## src/rtl/pc_seq_unit.sv

```systemverilog
// Program-counter sequencer: branch evaluation, prioritised redirects, stall-time capture.
// Optional exception redirect is compiled in with `define PC_EXC_EN.
module pc_seq_unit #(
    parameter int unsigned           PC_WIDTH  = 32,
    parameter logic [PC_WIDTH-1:0]   RESET_VEC = PC_WIDTH'(32'h0040_0020),
    parameter logic [PC_WIDTH-1:0]   EXC_VEC   = PC_WIDTH'(32'h8000_0180)
) (
    input  logic                clk,
    input  logic                rst_n,
    input  logic                stall,
    input  logic                branch,
    input  logic [2:0]          br_cond,
    input  logic                zero,
    input  logic                alu_msb,
    input  logic                overflow,
    input  logic [PC_WIDTH-1:0] br_target,
    input  logic                jump,
    input  logic [PC_WIDTH-1:0] jump_target,
    input  logic                jreg,
    input  logic [PC_WIDTH-1:0] jreg_target,
`ifdef PC_EXC_EN
    input  logic                exc,
`endif
    output logic [PC_WIDTH-1:0] pc,
    output logic [PC_WIDTH-1:0] pc_plus4,
    output logic                flush,
    output logic                pend_valid,
    output logic                misalign
);

    localparam logic [1:0] PRI_JUMP = 2'd0;
    localparam logic [1:0] PRI_JREG = 2'd1;
    localparam logic [1:0] PRI_BR   = 2'd2;
    localparam logic [1:0] PRI_EXC  = 2'd3;

    typedef enum logic {S_IDLE = 1'b0, S_PEND = 1'b1} state_t;

    state_t                state_q, state_d;
    logic [PC_WIDTH-1:0]   pc_q, pc_d;
    logic [PC_WIDTH-1:0]   pc_plus4_q;
    logic [PC_WIDTH-1:0]   pend_addr_q, pend_addr_d;
    logic [1:0]            pend_pri_q, pend_pri_d;
    logic                  misalign_q, misalign_d;

    logic                  exc_fire;
    logic                  neg;
    logic                  cond;
    logic                  taken;
    logic                  req;
    logic [1:0]            req_pri;
    logic [PC_WIDTH-1:0]   req_src;
    logic [PC_WIDTH-1:0]   req_tgt;
    logic                  flush_raw;

`ifdef PC_EXC_EN
    assign exc_fire = exc;
`else
    assign exc_fire = 1'b0;
`endif

    assign neg = alu_msb ^ overflow;

    // Branch condition decode and fixed-priority redirect selection
    always_comb begin
        cond    = 1'b0;
        req     = 1'b1;
        req_pri = PRI_JUMP;
        req_src = jump_target;
        case (br_cond)
            3'b000:  cond = zero;
            3'b001:  cond = ~zero;
            3'b010:  cond = neg;
            3'b011:  cond = ~neg;
            3'b100:  cond = neg | zero;
            3'b101:  cond = ~neg & ~zero;
            default: cond = 1'b0;
        endcase
        taken = branch & cond;
        if (exc_fire) begin
            req_pri = PRI_EXC;
            req_src = EXC_VEC;
        end else if (taken) begin
            req_pri = PRI_BR;
            req_src = br_target;
        end else if (jreg) begin
            req_pri = PRI_JREG;
            req_src = jreg_target;
        end else if (!jump) begin
            req = 1'b0;
        end
    end

    assign req_tgt = req_src & ~PC_WIDTH'(3);

    // State register and datapath registers
    always_ff @(posedge clk or negedge rst_n) begin
        if (!rst_n) begin
            state_q     <= S_IDLE;
            pc_q        <= RESET_VEC;
            pc_plus4_q  <= RESET_VEC + PC_WIDTH'(4);
            pend_addr_q <= '0;
            pend_pri_q  <= '0;
            misalign_q  <= 1'b0;
        end else begin
            state_q     <= state_d;
            pc_q        <= pc_d;
            pc_plus4_q  <= pc_d + PC_WIDTH'(4);
            pend_addr_q <= pend_addr_d;
            pend_pri_q  <= pend_pri_d;
            misalign_q  <= misalign_d;
        end
    end

    // Next-state logic
    always_comb begin
        state_d = state_q;
        case (state_q)
            S_IDLE: if (stall && req && !exc_fire) state_d = S_PEND;
            S_PEND: if (!stall || exc_fire)        state_d = S_IDLE;
            default:                               state_d = S_IDLE;
        endcase
    end

    // Output / datapath next values
    always_comb begin
        pc_d        = pc_q;
        pend_addr_d = pend_addr_q;
        pend_pri_d  = pend_pri_q;
        flush_raw   = 1'b0;
        if (exc_fire) begin
            pc_d        = EXC_VEC;
            pend_addr_d = '0;
            pend_pri_d  = '0;
            flush_raw   = 1'b1;
        end else if (state_q == S_IDLE) begin
            if (!stall) begin
                pc_d      = req ? req_tgt : pc_plus4_q;
                flush_raw = req;
            end else if (req) begin
                pend_addr_d = req_tgt;
                pend_pri_d  = req_pri;
                flush_raw   = 1'b1;
            end
        end else begin
            if (!stall) begin
                pc_d = pend_addr_q;
            end else if (req && (req_pri > pend_pri_q)) begin
                pend_addr_d = req_tgt;
                pend_pri_d  = req_pri;
                flush_raw   = 1'b1;
            end
        end
        misalign_d = misalign_q |
                     (flush_raw && !exc_fire && (req_pri == PRI_JREG) && (jreg_target[1:0] != 2'b00));
    end

    assign pc         = pc_q;
    assign pc_plus4   = pc_plus4_q;
    assign flush      = flush_raw & rst_n;
    assign pend_valid = (state_q == S_PEND);
    assign misalign   = misalign_q;

endmodule
```

## config.mk

```make
export PLATFORM = sky130hd
export DESIGN_NAME = pc_seq_unit
export DESIGN_NICKNAME = d
export VERILOG_FILES = /design/src/rtl/pc_seq_unit.sv
export SDC_FILE = /design/constraint.sdc
export NUM_CORES = 1
export LEC_CHECK = 0
export ABC_AREA = 1
export CAP_MARGIN = 20
export CORE_MARGIN = 2
export CORE_UTILIZATION = 45
export CTS_BUF_LIST = sky130_fd_sc_hd__clkbuf_4 sky130_fd_sc_hd__clkbuf_8
export DETAILED_ROUTE_END_ITERATION = 8
export PLACE_DENSITY_LB_ADDON = 0.1
export SYNTH_ARGS = -nofsm -noshare
export SYNTH_HDL_FRONTEND = slang
export SYNTH_SLANG_ARGS = --single-unit
```

## constraint.sdc

```tcl
create_clock -name clk -period 3.2 [get_ports clk]
set_clock_uncertainty 0.05 [all_clocks]
set_input_delay 0.48 -clock clk [delete_from_list [all_inputs] [get_ports clk]]
set_output_delay 0.48 -clock clk [all_outputs]
set_load 0.05 [all_outputs]
```

==> impl_metrics.ini <==
[die]
core_area_sq_um = 13400
die_w_microns = 122
io_pins = 175
row_count = 42
die_area_sq_um = 14800
fp.dieH_microns = 122
start_util = 0.465

[critical_path]
rr_endpoint = pc_plus4[18]
worst_ep_required_time_ns = 2.67
crit_path_max_incr_delay_ns = 0.50
crit_cells = 14
crit_buf_inv = 4
worstPathCellList = clkdlybuf4s50_1 > inv_1 > nand2_1 > nand2_1 > nand2_1 > nand2_2 > nand2_4 > inv_2 > ha_1 > a21oi_2 > a21oi_2 > o211ai_1 > nor2_1 > clkbuf_16
cp-startpoint = overflow
end_kind = primary output
path_common_cell = nand2_1
critPathLaunchType = input port
cp_max_fo = 7
crit_path_end = flush
cp_data_arrival_time_ns = 2.53
regToRegStartpoint = pend_valid
reg2reg_depth = 12
crit_type = input port to primary output
reg2reg_slack_ns = 0.86
path_delay_family = buffers and inverters
slowest_stage = clkdlybuf4s50_1

[clocking]
clock-sinks = 94
numCtsBuffers = 9
cts_tree = done
path_clk_slew_ns = 0.09
htree_levels = 3
cts_max_path_buffers = 2
root_buffer = clkbuf_8
clkLatencyLatePin_ns = 0.38

[sta]
setup_viol_count_final = 0
tightestPinTransition_ns = 0.556
drv_slew = 0
fin_ws_ns = 0.140
slew_headroom = 0.628
hold_viol = 0
fmaxAchievable_mhz = 327
fin_crit_sh = 0.956
period_needed_ns = 3.06

[placement]
pre_cts_slack_ns = 0.0446
postPlaceCellArea_sq_um = 8130
dp.cells = 1211
numPortBuffers = 166
hpwlAfterDp_mm = 13.0
place.gp.congestion = 0.874

[grt]
grt-ovfl-total = 0
grt_start_max_net_pins = 80
gr-usage-all-layers = 0.246
grt_pass1_wl_mm = 28.7
antenna_found_initial = 0
grt_pass1_vias = 5781

[route]
avgRoutedWirePerCell_microns = 14.1
wl_mm = 17.3
final_antenna_net_count = 0
vias = 5916
drtPass1Iterations = 5
drt_iter0_markers = 316
vias_per_cell = 4.80
drc = 0

[synth]
netlist_area_sq_um = 6230
synth.cells.most_frequent = 271 x nand2_1, 142 x inv_1, 89 x dfrtp_1, 89 x nand3_1, 66 x o21ai_0
synth.avg_cell_area_sq_um = 7.11
synth_ff_type = dfrtp_1
ys_async_sr_fraction = 1.00
yosysSeqAreaShare = 0.379
synth.area.top_cells = dfrtp_1 36%, nand2_1 16%, inv_1 8.6%
yosys_warnings = 0
synth-edff-count = 0
synth_top_cell_area_share = 0.358
ys_types = 35
synthCells = 876
synth_seq_cells = 94
yosysTopAreaCell = dfrtp_1
yosysMostFrequentCell = nand2_1

[layout]
n_antenna_cell = 0
final_cell_area_sq_um = 8430
drive_above_1_share = 0.153
finalNonFillerCells = 1232
syn2layout_area_growth_pct = 35.4
fin_nets = 1162

[min_path]
hold_class = register to register

[power]
p_leak_nw = 4.12
powerDensity_nw_per_um2 = 558
vdd.ir_drop.worst_mv = 0.280

[run]
cap_violations = 0

[run_status]
status = finished, final reports clean
## per-stage QoR
step	hold slack, ns	total power (W)	util	setup TNS [ns]
2_1_floorplan	0.134	0.00301	-	0
3_3_place_gp	0.322	0.00376	0.607	0
3_5_place_dp	0.316	0.00378	0.607	0
4_1_cts	0.429	0.00471	0.625	0
5_1_grt	0.437	0.00497	0.629	-0.0122
6_report	0.422	0.00470	0.629	0
## registers in the layout, summed over array words and instances (netlist names)
signal / cells
pend_valid: 1
pend_addr_q: 30
pend_pri_q: 2
misalign: 1
pc_plus4: 30
pc: 30
## layer usage
layer	track usage	up-vias	routed length, microns
li1	-	3022	-
met1	0.329	2731	8130
met4	0.0733	0	269
met5	0	-	0
met2	0.414	145	8060
met3	0.0346	18	864
## what timing repair did
action                                  in CTS  in global routing
buffers inserted                             0                  3
hold buffers                                 1                  0
endpoints found under the hold margin       14                  0
endpoints found under the setup margin       0                  1
resized for setup                            0                  4
## power by group
| group | switching [W] | leakage (nW) | internal, W |
|---|---|---|---|
| clock | 0.000459 | 0.113 | 0.000467 |
| combinational | 0.00138 | 2.86 | 0.000759 |
| sequential | 0.000145 | 1.15 | 0.00149 |
| total | 0.00199 | 4.12 | 0.00271 |
## cells by family after synthesis
group                      count (synthesis)  share of synthesized area
other                                      1                   0.000602
xor gates and xnor gates                  14                     0.0197
muxes                                     30                     0.0543
buffers and inverters                    188                      0.133
AOI/OAI and AO/OA                         75                     0.0623
adders and majority gates                  3                    0.00603
DFF                                       94                      0.379
and+or+nand+nor                          471                      0.345
## tightest hold or removal path, delay by kind of cell (launching register included)
kind	cells	cell delay (ns)
buf+inv	1	0.04
flops	1	0.35
compound gates	1	0.05
## final cells by class
| type | instances | area, sq um |
|---|---|---|
| clock buffers | 10 | 138 |
| clock inverters | 6 | 93.8 |
| repair buffers | 202 | 2010 |
| flip-flops and latches | 94 | 2360 |
| multi-input cells | 597 | 3060 |
| inverters | 147 | 552 |
| well taps | 176 | 220 |
| fillers | 1291 | 4970 |
## worst min path at each step
stage	from	end	slack, ns	cells past startpoint
after floorplan	rst_n	misalign	0.13	0
after global placement	rst_n	pend_addr_q[7]	0.32	1
after detailed placement	rst_n	pend_addr_q[9]	0.32	1
after CTS	misalign	misalign	0.43	2
after global routing	misalign	misalign	0.44	2
final	misalign	misalign	0.42	2
## placed cells by master (no fill, tap or decap), drive strengths merged
master and n:
dlygate4sd3 1, nand4 1, xnor2 6, bufinv 2
nand3 100, o21ai 67, a21oi 4, clkbuf 11
o31ai 1, nand2 309, xor2 8, dfstp 5
a31oi 1, mux2 30, o211ai 1, buf 37
dlymetal6s2s 1, conb 4, clkdlybuf4s50 162, ha 3
o21a 1, nor3 1, clkinvlp 1, inv 147
clkinv 3, nor2 57, nand3b 3, dfrtp 89
Power figures use the tool's default switching activity.
